`src/rtl/branch_predict_unit.sv`:
```
// rtl/branch_predict_unit.sv - 2-bit BHT branch predictor with EX-stage resolution and statistics
module branch_predict_unit #(
    parameter int XLEN        = 32,
    parameter int BHT_ENTRIES = 16,
    parameter int CNT_W       = 16
) (
    input  logic             clk,
    input  logic             rst,
    input  logic [XLEN-1:0]  if_pc,
    output logic             pred_taken,
    input  logic             ex_valid,
    input  logic             branch,
    input  logic [2:0]       br_type,
    input  logic [XLEN-1:0]  rs_a,
    input  logic [XLEN-1:0]  rs_b,
    input  logic [XLEN-1:0]  ex_pc,
    input  logic             ex_pred_taken,
    output logic             take_branch,
    output logic             mispredict,
    output logic [CNT_W-1:0] br_count,
    output logic [CNT_W-1:0] mp_count
);

    localparam int IDX_W = $clog2(BHT_ENTRIES);

    typedef enum logic [2:0] {
        BR_BEQ  = 3'd0,
        BR_BNE  = 3'd1,
        BR_BLT  = 3'd2,
        BR_BGE  = 3'd3,
        BR_BLTU = 3'd4,
        BR_BGEU = 3'd5
    } br_type_e;

    logic [1:0]       bht [BHT_ENTRIES];
    logic [IDX_W-1:0] if_idx;
    logic [IDX_W-1:0] ex_idx;
    logic             resolve;
    logic             cond;
    logic             wrong;
    logic [1:0]       ex_entry;

    // Word-aligned PCs: the two low bits carry no index information
    assign if_idx = if_pc[IDX_W+1:2];
    assign ex_idx = ex_pc[IDX_W+1:2];

    logic unused_pc_bits;
    assign unused_pc_bits = ^{if_pc[XLEN-1:IDX_W+2], if_pc[1:0],
                              ex_pc[XLEN-1:IDX_W+2], ex_pc[1:0]};

    assign resolve = ex_valid & branch & (br_type <= 3'd5);

    always_comb begin
        cond = 1'b0;
        case (br_type)
            BR_BEQ:  cond = (rs_a == rs_b);
            BR_BNE:  cond = (rs_a != rs_b);
            BR_BLT:  cond = ($signed(rs_a) <  $signed(rs_b));
            BR_BGE:  cond = ($signed(rs_a) >= $signed(rs_b));
            BR_BLTU: cond = (rs_a <  rs_b);
            BR_BGEU: cond = (rs_a >= rs_b);
            default: cond = 1'b0;
        endcase
    end

    assign take_branch = resolve & cond;
    assign wrong       = resolve & (take_branch != ex_pred_taken);
    assign ex_entry    = bht[ex_idx];

    // Read before the clocked update, so a same-index lookup sees the old counter
    assign pred_taken = bht[if_idx][1];

    always_ff @(posedge clk) begin
        if (rst) begin
            for (int i = 0; i < BHT_ENTRIES; i++) begin
                bht[i] <= 2'b01;
            end
            mispredict <= 1'b0;
            br_count   <= '0;
            mp_count   <= '0;
        end else begin
            mispredict <= wrong;
            if (resolve) begin
                if (take_branch) begin
                    if (ex_entry != 2'b11) bht[ex_idx] <= ex_entry + 2'd1;
                end else begin
                    if (ex_entry != 2'b00) bht[ex_idx] <= ex_entry - 2'd1;
                end
                if (br_count != {CNT_W{1'b1}}) br_count <= br_count + CNT_W'(1);
            end
            // mp_count only advances alongside a resolve, so it can never pass br_count
            if (wrong && (mp_count != {CNT_W{1'b1}})) begin
                mp_count <= mp_count + CNT_W'(1);
            end
        end
    end

endmodule

```
`config.mk`:
```
export PLATFORM = sky130hd
export DESIGN_NAME = branch_predict_unit
export DESIGN_NICKNAME = d
export VERILOG_FILES = /design/src/rtl/branch_predict_unit.sv
export SDC_FILE = /design/constraint.sdc
export NUM_CORES = 1
export LEC_CHECK = 0
export ABC_CLOCK_PERIOD_IN_PS = 3600
export CAP_MARGIN = 10
export CORE_MARGIN = 2
export CORE_UTILIZATION = 42
export DETAILED_ROUTE_END_ITERATION = 10
export HOLD_SLACK_MARGIN = 0.02
export PLACE_DENSITY_LB_ADDON = 0.25
export SLEW_MARGIN = 0
export SYNTH_ARGS = -nofsm -noshare
export SYNTH_HDL_FRONTEND = slang
export SYNTH_SLANG_ARGS = --single-unit
```
`constraint.sdc`:
```
create_clock -name clk -period 3.6 [get_ports clk]
set_clock_uncertainty 0.05 [all_clocks]
set_input_delay 0.72 -clock clk [delete_from_list [all_inputs] [get_ports clk]]
set_output_delay 0.72 -clock clk [all_outputs]
set_load 0.01 [all_outputs]
```
==> qor.yml, run 1 <==
vias: 4538
ys_seq_area_share_pct: 33.6
area_delta_synth_final_pct: 46.2
async_flop_share_pct: 0
grt_max_degree: 65
synth_top_area_share_pct: 19.9
relSlewSlack_pct: 56.5
final-max-slew-violation-count: 0
ant_nets: 0
drc: 0
wire_per_inst_um: 17.0
firstDrtPassIters: 4
fin_util_pct: 62.4
grt_pass1_vias: 4591
core_mm2: 0.0113
die_w_um: 111
setup_violations: 0
clk_latency_ps: 330
holdBufCountCts: 0
root_buffer: "clkbuf_16"
clk_pin_slew_ps: 60
fin_nets: 836
final_common_cell: "nor2_1"
synthTopCellsByArea: "edfxtp_1 20%, dfxtp_1 14%, ha_1 8.8%"
ys_types: 58
numCtsBuffers: 9
viasPerCell: 5.57
htreeDepth: 3
outcome: "completed"
clk_path_buf_depth: 2
yosys.area_share.adder_pct: 8.81
layout_min_cycle_time_ps: 3530
grt_pass1_wl_um: 22600
hold_viol_final: 0
peakVddDrop_v: 0.000221
synthFlopType: "dfxtp_1"
fmax_ghz: 0.283
die-area_mm2: 0.0124
synth_xor_area_share_pct: 2.54
worst_setup_path_end_kind: "output port"
chipHeight_um: 111
criticalPathCategory: "in2out"
cp.arrival_ps: 2760
syn_area_mm2: 0.00483
dp.cells: 788
cap_violations: 0
pre_cts_slack_ps: -835
synth_largest_area_cell: "edfxtp_1"
syn_avg_cell_area_um2: 9.38
p_leak_nw: 2.79
critPathMaxFanout: 3
wl_um: 13900
row_count: 39
routabilityCongestion: 0.875
overflow: 0
start_kind: "input port"
track_usage_pct: 22.1
io_pins: 171
cp.required_ps: 2830
synth-edff-count: 32
ys_ff_latch: 65
start_util_pct: 42.7
synth.mux.area_fraction_pct: 13.8
hold_class: "reg2reg"
final_cell_mix: "52 x nor2_1, 47 x clkdlybuf4s50_1, 42 x buf_4"
layout.cells.non_filler: 814
power_w: 0.00224
synth_top_family_by_area: "simple AND/OR/NAND/NOR gates"
drt_first_iter_violations: 198
power_density_mw_per_mm2: 317
synth-simple-area-share_pct: 25.4
drive_gt1_share_pct: 33.7
antenna_found_initial: 0
diodes: 0
ys_warn_count: 0
whs_ps: 478
syn_nets: 685
io_buffers: 114
min_period_over_period_pct: 98.1
synth-compound-area-share_pct: 10.2
cts_tree: "yes"
dp_hpwl_um: 9620
tightestPinTransition_ps: 653
fin_ws_ps: 66.8
cts_sinks: 65
synth_cells: 515
==> per-stage QoR <==
step | instance area [um^2] | TNS, ps
after global placement | 6370 | -44460
after floorplan | 4830 | 0
after detailed placement | 6370 | -46240
after CTS | 7000 | -12.5
after global routing | 7060 | -7.35
final | 7060 | 0
==> per-layer routing <==
metal / routed length [um] / vias up / track usage [%] / share of wire, %
met5: 0 / - / 0 / 0
met4: 188 / 0 / 6.17 / 1.4
met3: 594 / 16 / 3.17 / 4.3
met2: 7240 / 117 / 39.0 / 52
met1: 5840 / 2189 / 28.3 / 42
li1: - / 2216 / - / -
==> synthesized netlist by cell type, types with 3 or more instances <==
library cell	count
inv_1	38
xor2_1	10
dfxtp_1	33
nand2_1	26
edfxtp_1	32
nor4b_1	3
and2_1	8
nand2b_1	4
nor2b_1	17
mux2_2	13
ha_1	34
a21o_1	4
and4_1	4
nand4_1	14
nor2_1	52
clkbuf_1	18
and3_1	10
nand3_1	38
a31o_2	12
mux4_2	14
or3b_2	3
nor3_1	28
a41o_1	4
nor4_1	12
xnor2_1	4
o21ai_0	6
buf_6	3
mux2i_1	14
o211ai_1	3
a21oi_1	15
==> layout make-up <==
type | instances | area [um^2]
clock buffers | 9 | 225
clock inverters | 7 | 93.8
fillers | 973 | 4260
inverters | 38 | 143
multi-input cells | 385 | 3370
flip-flops and latches | 65 | 1620
well taps | 143 | 179
repair buffers | 167 | 1430
==> critical path: stages <==
cell       delay (ps)
buf_2              80
inv_1              30
ha_1              280
nand4_1           120
nand4bb_4         300
or4b_4            580
o31ai_4           270
a2bb2oi_4         190
nor3_2             60
buf_2             140
==> timing repair <==
item / CTS / global route
resized for setup: 172 / 65
endpoints found under the hold margin: 0 / 0
gates cloned: 0 / 2
endpoints found under the setup margin: 78 / 55
pin swaps: 40 / 23
setup buffers: 5 / 4
==> worst paths after layout <==
check	endpoint	startpoint	cells past startpoint	slack [ps]
hold reg to reg	br_count[5]$_SDFFE_PP0P_	br_count[5]$_SDFFE_PP0P_	2	480
setup reg to reg	bht[6][0]$_SDFFCE_PN1P_	bht[6][0]$_SDFFCE_PN1P_	8	940
hold / removal	br_count[5]$_SDFFE_PP0P_	br_count[5]$_SDFFE_PP0P_	2	480
setup / recovery	take_branch	rs_b[30]	10	70
==> report_power, final <==
group          internal [W]  switching, W
logic              0.000264      0.000245
clock network      0.000606      0.000337
registers          0.000785    0.00000645
total               0.00165      0.000588
==> sequential cells by signal (all words and copies together), names as in the netlist <==
name,flops
bht,32
mispredict,1
br_count,16
mp_count,16
==> cell families after synthesis <==
kind of cell | Yosys count
compound gates | 64
xor+xnor | 14
fa+ha+maj | 34
buf+inv | 65
flops | 65
mux | 45
simple gates | 228
Power figures use the tool's default switching activity.
==> run 2, diff against run 1 <==
SLEW_MARGIN = 5   (was 0)
==> results of run 2 <==
The final DEF is identical to that of run 1; final timing and power are the same.
==> run 3, diff against run 2 <==
HOLD_SLACK_MARGIN = default   (was 0.02)
SKIP_CTS_REPAIR_TIMING = 1   (was default)
==> run 3 against run 2 <==
Effect of this change:
- the run now ends with setup timing left
- clock power about the same
- final cell count up 0.12%
- critical path type unchanged
- largest power group unchanged
- sequential cell count unchanged
- setup slack worse by 95 ps
- sequential power about the same
- combinational power up 1%
==> qor.yml, run 3 (synthesized netlist as in run 1, its figures left out) <==
worst_setup_path_end_kind: "output port"
tightestPinTransition_ps: 653
root_buffer: "clkbuf_16"
clk_pin_slew_ps: 60
violations: "setup timing"
cpPeakStageDelay_ps: 530
min_period_over_period_pct: 101
clk_latency_ps: 330
drc: 0
fin_ws_ps: -28.6
cp.required_ps: 2830
critPathMaxFanout: 3
cts_tree: "yes"
largest_registers: "bht: 32 flops, br_count: 16 flops, mp_count: 16 flops"
layout_min_cycle_time_ps: 3630
io_pins: 171
relSlewSlack_pct: 56.4
cp.arrival_ps: 2860
regMostFlops: "bht"
hold_class: "reg2reg"
wl_um: 13800
largest_register_ff_count: 32
viasPerCell: 5.59
clk_path_buf_depth: 2
placed_area_mm2: 0.00637
final_common_cell: "nor2_1"
cts_sinks: 65
hold_viol_final: 0
vias: 4556
setup_violations: 1
firstDrtPassIters: 4
outcome: "finished with violations"
diodes: 0
wire_per_inst_um: 16.9
p_leak_nw: 3.08
crit_buf_inv: 4
start_util_pct: 42.7
fillCellCount: 927
reg2reg_depth: 8
fmax_ghz: 0.276
path_depth: 11
peakVddDrop_v: 0.000217
final-max-slew-violation-count: 0
grt_max_degree: 65
grt_pass1_vias: 4449
start_kind: "input port"
drive_gt1_share_pct: 32.6
fin_util_pct: 63.9
fin_nets: 837
antenna_found_initial: 0
htreeDepth: 3
track_usage_pct: 21.1
stdcell_area_mm2: 0.00724
row_count: 39
chipHeight_um: 111
path_cells: "dlymetal6s2s_1, inv_2, ha_4, nand4_1, nand4bb_4, or4b_4, buf_6, o31ai_4, a2bb2oi_4, nor3_2, buf_2"
r2r_setup_slack_ps: 930
crit_slowest_cell: "or4b_4"
dp_hpwl_um: 9620
min_path_cells: 2
grt_pass1_wl_um: 21500
rsz0062_at_grt: "yes"
core_mm2: 0.0113
cap_violations: 0
crit_family: "simple AND/OR/NAND/NOR gates"
overflow: 0
numCtsBuffers: 9
routabilityCongestion: 0.875
die-area_mm2: 0.0124
area_delta_synth_final_pct: 49.8
power_density_mw_per_mm2: 310
criticalPathCategory: "in2out"
io_buffers: 114
final_cell_mix: "52 x nor2_1, 47 x clkdlybuf4s50_1, 43 x buf_4"
drt_first_iter_violations: 229
die_w_um: 111
ant_nets: 0
-- run 3: cell types whose count changed in the layout (fill, tap and decap cells not counted), moves of 3 or more --
cell / change
a21oi_1: +4
a21oi_2: -3
buf_2: -7
buf_6: +3
clkbuf_2: -4
clkdlybuf4s15_1: -8
dlygate4sd2_1: -22
dlymetal6s2s_1: +38
ha_1: -5
ha_4: +5
inv_1: -6
inv_2: +6
-- run 3: report_power, final --
group          internal [W]  switching, W  total (W)
Combinational      0.000274      0.000240   0.000514
Clock              0.000606      0.000335   0.000941
Sequential         0.000785    0.00000645   0.000791
Total               0.00166      0.000581    0.00225
-- run 3: worst paths after layout --
check                                               from                       end
worst max-delay path                            rs_b[25]               take_branch
worst min-delay path            br_count[5]$_SDFFE_PP0P_  br_count[5]$_SDFFE_PP0P_
worst max register to register   bht[6][0]$_SDFFCE_PN1P_  bht[15][0]$_SDFFCE_PN1P_
worst min register to register  br_count[5]$_SDFFE_PP0P_  br_count[5]$_SDFFE_PP0P_
-- run 3: final cells by class --
cell class | instances | area [um^2] | area share, %
multi-input cells | 385 | 3350 | 46.4
flip-flops and latches | 65 | 1620 | 22.4
repair buffers | 168 | 1620 | 22.4
clock buffers | 9 | 225 | 3.11
well taps | 143 | 179 | 2.47
inverters | 38 | 143 | 1.97
clock inverters | 7 | 93.8 | 1.30
-- run 3: per-stage QoR --
stage	worst slack (ps)	instances	setup TNS (ps)	total power (W)	hold slack, ps
floorplan	22.2	515	0	0.00104	479
global placement	-816	788	-44460	0.00122	468
detailed placement	-835	788	-46240	0.00124	467
CTS	-864	804	-21060	0.00218	485
global route	-84.8	815	-541	0.00234	524
finish	-28.6	815	-28.6	0.00225	478
-- run 3: worst reg2reg max path, cell delays in order (launching register included) --
cell      delay, ps
edfxtp_1        370
mux4_2          530
mux4_2          520
inv_1           120
and2_1          200
mux2i_4         100
buf_12          160
buf_12          130
a41o_1          270
-- run 3: layer usage --
layer	routed length (um)	track usage, %	vias up
met5	0	0	-
met4	176	6.50	0
met3	661	3.23	14
met2	7170	36.5	142
met1	5800	27.1	2182
li1	-	-	2218
